$ cat src/rtl/spi_pkg.sv
// Shared definitions for the SPI register-write controller: frame geometry,
// peripheral register map and controller state encoding.
package spi_pkg;

  localparam int SPI_FRAME_W = 16;
  localparam int SPI_ADDR_W  = 7;
  localparam int SPI_DATA_W  = 8;

  localparam logic [SPI_ADDR_W-1:0] ADDR_EN_OUT_7_0  = 7'h00;
  localparam logic [SPI_ADDR_W-1:0] ADDR_EN_OUT_15_8 = 7'h01;
  localparam logic [SPI_ADDR_W-1:0] ADDR_EN_PWM_7_0  = 7'h02;
  localparam logic [SPI_ADDR_W-1:0] ADDR_EN_PWM_15_8 = 7'h03;
  localparam logic [SPI_ADDR_W-1:0] ADDR_PWM_DUTY    = 7'h04;

  typedef enum logic [2:0] {
    ST_IDLE,
    ST_SETUP,
    ST_SHIFT_HI,
    ST_SHIFT_LO,
    ST_HOLD,
    ST_GAP
  } spi_state_e;

endpackage

$ cat src/rtl/spi_ctrl_timer.sv
// Loadable down-counter that stops at zero; times every fixed-length
// controller interval (setup, SCLK phases, hold, inter-frame gap).
module spi_ctrl_timer #(
  parameter int CNT_W = 2
) (
  input  logic             clk,
  input  logic             rst,
  input  logic             load,
  input  logic [CNT_W-1:0] load_val,
  output logic             zero
);

  logic [CNT_W-1:0] cnt;

  always_ff @(posedge clk) begin
    if (rst) begin
      cnt <= '0;
    end else if (load) begin
      cnt <= load_val;
    end else if (cnt != '0) begin
      cnt <= cnt - 1'b1;
    end
  end

  assign zero = (cnt == '0);

endmodule

$ cat src/rtl/spi_controller.sv
// SPI mode 0 initiator: serialises {rw, addr[6:0], data[7:0]} MSB first
// with programmable SCLK half-period and nCS setup/hold/idle spacing.
module spi_controller
  import spi_pkg::*;
#(
  parameter int CLK_DIV  = 4,
  parameter int CS_SETUP = 4,
  parameter int CS_HOLD  = 4,
  parameter int CS_IDLE  = 4
) (
  input  logic                  clk,
  input  logic                  rst,
  input  logic                  req_valid,
  output logic                  req_ready,
  input  logic                  req_rw,
  input  logic [SPI_ADDR_W-1:0] req_addr,
  input  logic [SPI_DATA_W-1:0] req_data,
  output logic                  busy,
  output logic                  done,
  output logic                  sclk,
  output logic                  ncs,
  output logic                  copi
);

  if (CLK_DIV < 2 || CS_SETUP < 1 || CS_HOLD < 1 || CS_IDLE < 2) begin : g_param_chk
    $error("spi_controller: CLK_DIV>=2, CS_SETUP>=1, CS_HOLD>=1, CS_IDLE>=2 required");
  end

  localparam int MAX_AB = (CLK_DIV > CS_SETUP) ? CLK_DIV : CS_SETUP;
  localparam int MAX_CD = (CS_HOLD > CS_IDLE) ? CS_HOLD : CS_IDLE;
  localparam int MAX_P  = (MAX_AB > MAX_CD) ? MAX_AB : MAX_CD;
  localparam int TMR_W  = $clog2(MAX_P);

  // The timer reaches zero on the last cycle of an interval, so load N-1.
  localparam logic [TMR_W-1:0] SETUP_LD = TMR_W'(CS_SETUP - 1);
  localparam logic [TMR_W-1:0] PHASE_LD = TMR_W'(CLK_DIV - 1);
  localparam logic [TMR_W-1:0] HOLD_LD  = TMR_W'(CS_HOLD - 1);
  localparam logic [TMR_W-1:0] GAP_LD   = TMR_W'(CS_IDLE - 1);

  spi_state_e             state, state_nxt;
  logic [SPI_FRAME_W-1:0] frame_sh, frame_sh_nxt;
  logic [3:0]             bit_cnt, bit_cnt_nxt;
  logic                   sclk_nxt, ncs_nxt, copi_nxt, done_nxt;
  logic                   tmr_load, tmr_zero;
  logic [TMR_W-1:0]       tmr_val;

  spi_ctrl_timer #(
    .CNT_W (TMR_W)
  ) u_timer (
    .clk      (clk),
    .rst      (rst),
    .load     (tmr_load),
    .load_val (tmr_val),
    .zero     (tmr_zero)
  );

  always_ff @(posedge clk) begin
    if (rst) begin
      state   <= ST_IDLE;
      bit_cnt <= '0;
      sclk    <= 1'b0;
      ncs     <= 1'b1;
      copi    <= 1'b0;
      done    <= 1'b0;
    end else begin
      state   <= state_nxt;
      bit_cnt <= bit_cnt_nxt;
      sclk    <= sclk_nxt;
      ncs     <= ncs_nxt;
      copi    <= copi_nxt;
      done    <= done_nxt;
    end
  end

  // Shift data needs no reset: it is always reloaded on accept.
  always_ff @(posedge clk) begin
    frame_sh <= frame_sh_nxt;
  end

  always_comb begin
    state_nxt    = state;
    frame_sh_nxt = frame_sh;
    bit_cnt_nxt  = bit_cnt;
    sclk_nxt     = sclk;
    ncs_nxt      = ncs;
    copi_nxt     = copi;
    done_nxt     = 1'b0;
    tmr_load     = 1'b0;
    tmr_val      = '0;
    case (state)
      ST_IDLE: begin
        if (req_valid) begin
          state_nxt    = ST_SETUP;
          frame_sh_nxt = {req_rw, req_addr, req_data};
          bit_cnt_nxt  = '0;
          ncs_nxt      = 1'b0;
          sclk_nxt     = 1'b0;
          copi_nxt     = req_rw;
          tmr_load     = 1'b1;
          tmr_val      = SETUP_LD;
        end
      end
      ST_SETUP: begin
        if (tmr_zero) begin
          state_nxt = ST_SHIFT_HI;
          sclk_nxt  = 1'b1;
          tmr_load  = 1'b1;
          tmr_val   = PHASE_LD;
        end
      end
      ST_SHIFT_HI: begin
        if (tmr_zero) begin
          sclk_nxt = 1'b0;
          tmr_load = 1'b1;
          if (bit_cnt == 4'd15) begin
            state_nxt = ST_HOLD;
            tmr_val   = HOLD_LD;
          end else begin
            // Next bit goes out on the same edge that drops SCLK.
            state_nxt    = ST_SHIFT_LO;
            frame_sh_nxt = {frame_sh[SPI_FRAME_W-2:0], 1'b0};
            copi_nxt     = frame_sh[SPI_FRAME_W-2];
            tmr_val      = PHASE_LD;
          end
        end
      end
      ST_SHIFT_LO: begin
        if (tmr_zero) begin
          state_nxt   = ST_SHIFT_HI;
          sclk_nxt    = 1'b1;
          bit_cnt_nxt = bit_cnt + 4'd1;
          tmr_load    = 1'b1;
          tmr_val     = PHASE_LD;
        end
      end
      ST_HOLD: begin
        if (tmr_zero) begin
          state_nxt = ST_GAP;
          ncs_nxt   = 1'b1;
          copi_nxt  = 1'b0;
          done_nxt  = 1'b1;
          tmr_load  = 1'b1;
          tmr_val   = GAP_LD;
        end
      end
      ST_GAP: begin
        if (tmr_zero) begin
          state_nxt = ST_IDLE;
        end
      end
      default: begin
        state_nxt = ST_IDLE;
        ncs_nxt   = 1'b1;
        sclk_nxt  = 1'b0;
        copi_nxt  = 1'b0;
      end
    endcase
  end

  assign req_ready = (state == ST_IDLE);
  assign busy      = (state != ST_IDLE);

endmodule

$ cat config.mk
export PLATFORM = sky130hd
export DESIGN_NAME = spi_controller
export DESIGN_NICKNAME = d
export VERILOG_FILES = /design/src/rtl/spi_pkg.sv /design/src/rtl/spi_ctrl_timer.sv /design/src/rtl/spi_controller.sv
export SDC_FILE = /design/constraint.sdc
export NUM_CORES = 1
export LEC_CHECK = 0
export BUFFER_PORTS_ARGS = -buffer_cell sky130_fd_sc_hd__buf_2
export CELL_PAD_IN_SITES_DETAIL_PLACEMENT = 0
export CELL_PAD_IN_SITES_GLOBAL_PLACEMENT = 1
export CORE_ASPECT_RATIO = 0.8
export CORE_MARGIN = 8
export CORE_UTILIZATION = 35
export CTS_BUF_LIST = sky130_fd_sc_hd__clkbuf_16
export CTS_CLUSTER_SIZE = 20
export DETAILED_ROUTE_END_ITERATION = 6
export GPL_TIMING_DRIVEN = 1
export PLACE_DENSITY_LB_ADDON = 0.1
export SYNTH_ARGS = -nofsm -noshare
export SYNTH_HDL_FRONTEND = slang
export SYNTH_SLANG_ARGS = --single-unit
$ cat constraint.sdc
create_clock -name clk -period 2.6 [get_ports clk]
set_clock_uncertainty 0.1 [all_clocks]
set_input_delay 0.52 -clock clk [delete_from_list [all_inputs] [get_ports clk]]
set_output_delay 0.52 -clock clk [all_outputs]
set_load 0.02 [all_outputs]
==> results.sh, run 1 <==
export IMPL_status="finished, final reports clean"
export IMPL_n_antenna_cell=0
export IMPL_final_util=0.4356
export IMPL_busiest_layer="met2"
export IMPL_port_buffers=24
export IMPL_num_rows=20
export IMPL_max_slew_margin=0.5546
export IMPL_vias_per_cell=4.926
export IMPL_place_gp_congestion=0.8120
export IMPL_dr_pass1_iters=4
export IMPL_cts_tree="built"
export IMPL_timing_setup_tns_ns=0
export IMPL_final_common_cell="buf_2"
export IMPL_synth_seq_cells=28
export IMPL_drtIter0Drc=62
export IMPL_die_h_microns=72.65
export IMPL_cts_root_buffer="clkbuf_16"
export IMPL_crit_slowest_cell="dfxtp_1"
export IMPL_layout_common_cells="buf_2 (24), mux2_2 (15), edfxtp_1 (15), dfxtp_1 (13), nor2_1 (12)"
export IMPL_finalHoldViolCount=0
export IMPL_final_net_count=170
export IMPL_syn_num_nets=146
export IMPL_layout_drive_gt1_share=0.3514
export IMPL_via_count=1000
export IMPL_vdd_drop_max_mv=0.4230
export IMPL_power_mw=1.630
export IMPL_drv_cap=0
export IMPL_async_flop_share=0
export IMPL_clock_latency_ns=0.26
export IMPL_slew_violations=0
export IMPL_crit_path_max_incr_delay_ns=0.75
export IMPL_crit_start="state[2]"
export IMPL_use_met2=0.1395
export IMPL_die_area_sq_um=6306
export IMPL_critical_path_buf_inv_count=2
export IMPL_initial_utilization=0.3667
export IMPL_end_kind="output port"
export IMPL_antenna_found_initial=0
export IMPL_syn_area_per_cell_sq_um=11.23
export IMPL_cellPowerDensity_nw_per_um2=977.4
export IMPL_ys_top_cells_by_area="edfxtp_1 (32%), dfxtp_1 (19%), mux2_2 (12%)"
export IMPL_io_pins=25
export IMPL_seq_area_sq_um=710.7
export IMPL_worstMarginPinSlew_ns=0.6672
export IMPL_synth_flop_cell="edfxtp_1"
export IMPL_rsz0062_at_grt="false"
export IMPL_placed_cells=199
export IMPL_finalCritPeriodShare=0.8332
export IMPL_critPathRequiredTime_ns=1.98
export IMPL_drc=0
export IMPL_cp_start_kind="register"
export IMPL_cp_arrival_ns=1.55
export IMPL_numCtsBuffers=3
export IMPL_gr_usage_met1=0.1288
export IMPL_ctsHtreeMaxLevel=1
export IMPL_syn_area_sq_um=1404
export IMPL_drt_wl_total_mm=2.756
export IMPL_hold_path_class="reg2reg"
export IMPL_yosysUniqueCellTypes=39
export IMPL_antenna_left=0
export IMPL_cts_resized=0
export IMPL_cp_max_fo=18
export IMPL_core_sq_um=3829
export IMPL_synth_edff_count=15
export IMPL_power_leakage_nw=0.6550
export IMPL_grt_met3_usage=0.03487
export IMPL_period_needed_ns=2.166
export IMPL_grt_pass1_vias=1003
export IMPL_synth_top_area_share=0.3209
export IMPL_grt_max_degree=19
export IMPL_fmax_mhz=461.6
export IMPL_wire_per_inst_microns=13.58
export IMPL_overflow=0
export IMPL_synth_top_area_cell="edfxtp_1"
export IMPL_layout_cells_non_filler=203
export IMPL_grt_use_total=0.09484
export IMPL_cts_setup_buffers=0
export IMPL_hold_start="u_timer.cnt[0]"
export IMPL_syn_to_final_growth_pct=18.81
export IMPL_cts_sinks=28
export IMPL_syn_inst=125
export IMPL_n_fill_cell=370
export IMPL_clock_path_buffers=2
export IMPL_cp_cell_sequence="or2_2, nor2_1, inv_1, buf_2"
export IMPL_grt_first_pass_wirelength_mm=4.781
export IMPL_cts_hold_fix_buffers=0
export IMPL_setup_viol=0
export IMPL_seq_area_frac_synth=0.5062
export IMPL_clk_pin_slew_ns=0.07
export IMPL_multiInputGateArea_sq_um=625.6
export IMPL_yosysWarnings=0
export IMPL_critPathTopFamily="flip-flops"
export IMPL_die_w_microns=86.81
export IMPL_dp_hpwl_mm=1.945
export IMPL_r2r_start="u_timer.cnt[0]"
export IMPL_critPathKind="reg2out"
==> final cells by class <==
class                   instances  share of cell area
well taps                      55             0.04126
flip-flops and latches         28              0.4261
repair buffers                 27             0.08552
inverters                       4            0.009002
multi-input cells              85              0.3751
clock buffers                   3             0.04501
clock inverters                 1             0.01800
==> cells by family (layout without fill, tap and decap cells) <==
logic type	after synthesis	count (layout)	synth area share
simple gates	42	42	0.1738
flops	28	28	0.5062
compound gates	22	22	0.1069
mux	17	17	0.1346
buf+inv	12	35	0.04812
fa+ha+maj	2	2	0.01782
xor+xnor	2	2	0.01248
==> synthesized netlist by cell type (3+ instances only) <==
library cell	instances
nor3_1	8
edfxtp_1	15
nor2_1	12
nand2_1	6
o21ai_0	3
dfxtp_1	13
inv_1	4
mux2_2	15
nor2b_1	3
a21oi_1	6
==> state kept, by name (all words and copies together) (netlist names) <==
signal       count
ncs              1
done             1
u_timer.cnt      2
frame_sh        15
sclk             1
bit_cnt          4
state            3
copi             1
==> final timing paths <==
path | to | slack, ns | cells after the start
min reg2reg | u_timer.cnt[0] | 0.38 | 1
max | busy | 0.43 | 4
max reg2reg | frame_sh[8] | 0.60 | 6
min | u_timer.cnt[0] | 0.38 | 1
==> power by group <==
| group | switching [mW] | total, mW | internal, mW |
|---|---|---|---|
| combinational | 0.267 | 0.462 | 0.196 |
| sequential | 0.0876 | 0.710 | 0.622 |
| clock | 0.151 | 0.458 | 0.307 |
| total | 0.506 | 1.63 | 1.12 |
==> metrics by stage <==
step	area, sq um	setup slack [ns]	hold slack, ns
final	1668	0.4338	0.3788
after global routing	1668	0.3164	0.3925
after CTS	1668	0.4334	0.3800
after detailed placement	1563	0.6106	0.3688
after global placement	1563	0.6908	0.3480
after floorplan	1404	0.5464	0.3367
==> routing by layer <==
layer	vias to the layer above	share of wire
li1	498	-
met1	470	0.50
met2	30	0.44
met3	2	0.063
met4	0	0.0029
met5	-	0
Power figures use the tool's default switching activity.
==> run 2, diff against run 1 <==
- clock period: 2.6 -> 1.8 ns (I/O delays scaled with it)
==> run 2 against run 1 <==
Against the previous run: routed wire length is 1.1% higher; via count is 1.2% higher; combinational power is 82% higher; power is 52% higher; sequential cell count stayed put.
==> results.sh, run 2 (same netlist as run 1, synthesis figures left out) <==
export IMPL_dp_hpwl_mm=2.128
export IMPL_cts_tree="built"
export IMPL_via_count=1012
export IMPL_rsz0062_at_grt="false"
export IMPL_largest_register="frame_sh"
export IMPL_placed_cells=206
export IMPL_final_util=0.4595
export IMPL_layout_drive_gt1_share=0.4167
export IMPL_power_frac_seq=0.399
export IMPL_die_w_microns=86.81
export IMPL_p_clk_frac=0.261
export IMPL_vias_per_cell=4.796
export IMPL_clock_path_buffers=2
export IMPL_numCtsBuffers=3
export IMPL_n_antenna_cell=0
export IMPL_final_common_cell="buf_2"
export IMPL_largest_reg_flops=15
export IMPL_cts_setup_buffers=0
export IMPL_wl_met2_mm=1.232
export IMPL_status="finished, final reports clean"
export IMPL_initial_utilization=0.3667
export IMPL_hold_path_end="frame_sh[4]"
export IMPL_top_layer="met4"
export IMPL_num_rows=20
export IMPL_place_gp_congestion=0.7729
export IMPL_cp_start_kind="register"
export IMPL_reg_largest_list="frame_sh (15), bit_cnt (4), state (3)"
export IMPL_overflow=0
export IMPL_period_needed_ns=1.701
export IMPL_drv_cap=0
export IMPL_grt_pass1_vias=1014
export IMPL_hold_path_class="in2reg"
export IMPL_worstMarginPinSlew_ns=0.3002
export IMPL_clk_pin_slew_ns=0.07
export IMPL_timing_setup_tns_ns=0
export IMPL_antenna_left=0
export IMPL_drt_wl_total_mm=2.786
export IMPL_holdPathStages=2
export IMPL_hold_start="req_data[4]"
export IMPL_clock_latency_ns=0.26
export IMPL_wire_per_inst_microns=13.20
export IMPL_dr_pass1_iters=4
export IMPL_wl_met3_microns=186
export IMPL_finalCritPeriodShare=0.9452
export IMPL_grt_use_total=0.09544
export IMPL_setup_viol=0
export IMPL_end_kind="register"
export IMPL_critPathRequiredTime_ns=1.67
export IMPL_io_pins=25
export IMPL_worst_r2r_cell_count=4
export IMPL_power_leakage_nw=0.7049
export IMPL_drc=0
export IMPL_core_sq_um=3829
export IMPL_cts_root_buffer="clkbuf_16"
export IMPL_die_h_microns=72.65
export IMPL_grt_first_pass_wirelength_mm=4.816
export IMPL_layout_common_cells="buf_2 (24), mux2_2 (15), edfxtp_1 (15), nor2_1 (11), dfxtp_1 (11)"
export IMPL_p_int_mw=1.726
export IMPL_cts_sinks=28
export IMPL_syn_to_final_growth_pct=25.31
export IMPL_p_comb_frac=0.339
export IMPL_cp_max_fo=8
export IMPL_r2r_start="bit_cnt[0]"
export IMPL_antenna_found_initial=0
export IMPL_wl_met1_mm=1.344
export IMPL_swShare=0.3044
export IMPL_place_area_sq_um=1630
export IMPL_grt_max_degree=17
export IMPL_slew_violations=0
export IMPL_die_area_sq_um=6306
export IMPL_max_slew_margin=0.7991
export IMPL_finalHoldViolCount=0
export IMPL_final_net_count=178
export IMPL_cts_hold_fix_buffers=0
export IMPL_layout_cells_non_filler=211
export IMPL_stdcell_area_sq_um=1759
export IMPL_vdd_drop_max_mv=0.7058
export IMPL_critPathKind="reg2reg"
export IMPL_power_switching_uw=755.3
export IMPL_ctsHtreeMaxLevel=1
export IMPL_port_buffers=24
export IMPL_r2r_end="frame_sh[14]"
export IMPL_drtIter0Drc=73
export IMPL_cellPowerDensity_nw_per_um2=1410
export IMPL_fmax_mhz=587.7
export IMPL_cp_arrival_ns=1.57
export IMPL_r2r_setup_slack_ns=0.1
-- run 2: cell types whose count changed in the layout (fill, tap and decap cells not counted), sizes merged --
cell  previous run  this run
and2             1         2
buf             27        34
-- run 2: area by class of cell --
type | instances | area [sq um]
fillers | 371 | 2069
flip-flops and latches | 28 | 713.2
multi-input cells | 86 | 649.4
repair buffers | 34 | 207.7
clock buffers | 3 | 75.07
well taps | 55 | 68.82
clock inverters | 1 | 30.03
inverters | 4 | 15.01
-- run 2: routing by layer --
layer | vias up | track usage
li1 | 520 | -
met2 | 18 | 0.1445
met3 | 5 | 0.03937
met1 | 469 | 0.1203
met5 | - | 0
met4 | 0 | 0.02857
-- run 2: critical path: stages, from the launching register on --
cell     delay [ns]
dfxtp_1        0.34
ha_1           0.21
and3_1         0.25
a32oi_2        0.25
and2_4         0.26
-- run 2: power groups by stage --
| stage | logic (mW) | registers, mW | clock network (mW) |
|---|---|---|---|
| 6_report | 0.842 | 0.991 | 0.649 |
| 4_1_cts | 0.807 | 0.994 | 0.669 |
| 5_1_grt | 0.928 | 1.02 | 0.697 |
| 3_3_place_gp | 0.789 | 0.996 | 0 |
| 2_1_floorplan | 0.569 | 0.984 | 0 |
| 3_5_place_dp | 0.802 | 1.00 | 0 |
-- run 2: worst max path at each step --
| stage | startpoint | end | slack, ns | depth (start not counted) |
|---|---|---|---|---|
| after floorplan | u_timer.cnt[0] | frame_sh[0] | 0.1 | 6 |
| after global placement | bit_cnt[0] | frame_sh[1] | 0.13 | 4 |
| after detailed placement | u_timer.cnt[0] | frame_sh[2] | 0.05 | 5 |
| after CTS | state[0] | busy | 0.03 | 4 |
| after global routing | u_timer.cnt[0] | frame_sh[14] | 0.01 | 5 |
| final | bit_cnt[0] | frame_sh[14] | 0.1 | 4 |
-- run 2: repair_timing --
item / CTS / global route
gates cloned: 0 / 1
endpoints found under the hold margin: 0 / 0
resized for setup: 3 / 3
pin swaps: 0 / 1
setup endpoints to repair: 2 / 17
-- run 2: stage by stage --
step	hold WS (ns)	setup WS [ns]	power, mW
after floorplan	0.3279	0.09595	1.553
after global placement	0.3491	0.1297	1.784
after detailed placement	0.3756	0.04525	1.806
after CTS	0.2936	0.03246	2.470
after global routing	0.2934	0.01495	2.641
final	0.2983	0.09856	2.481
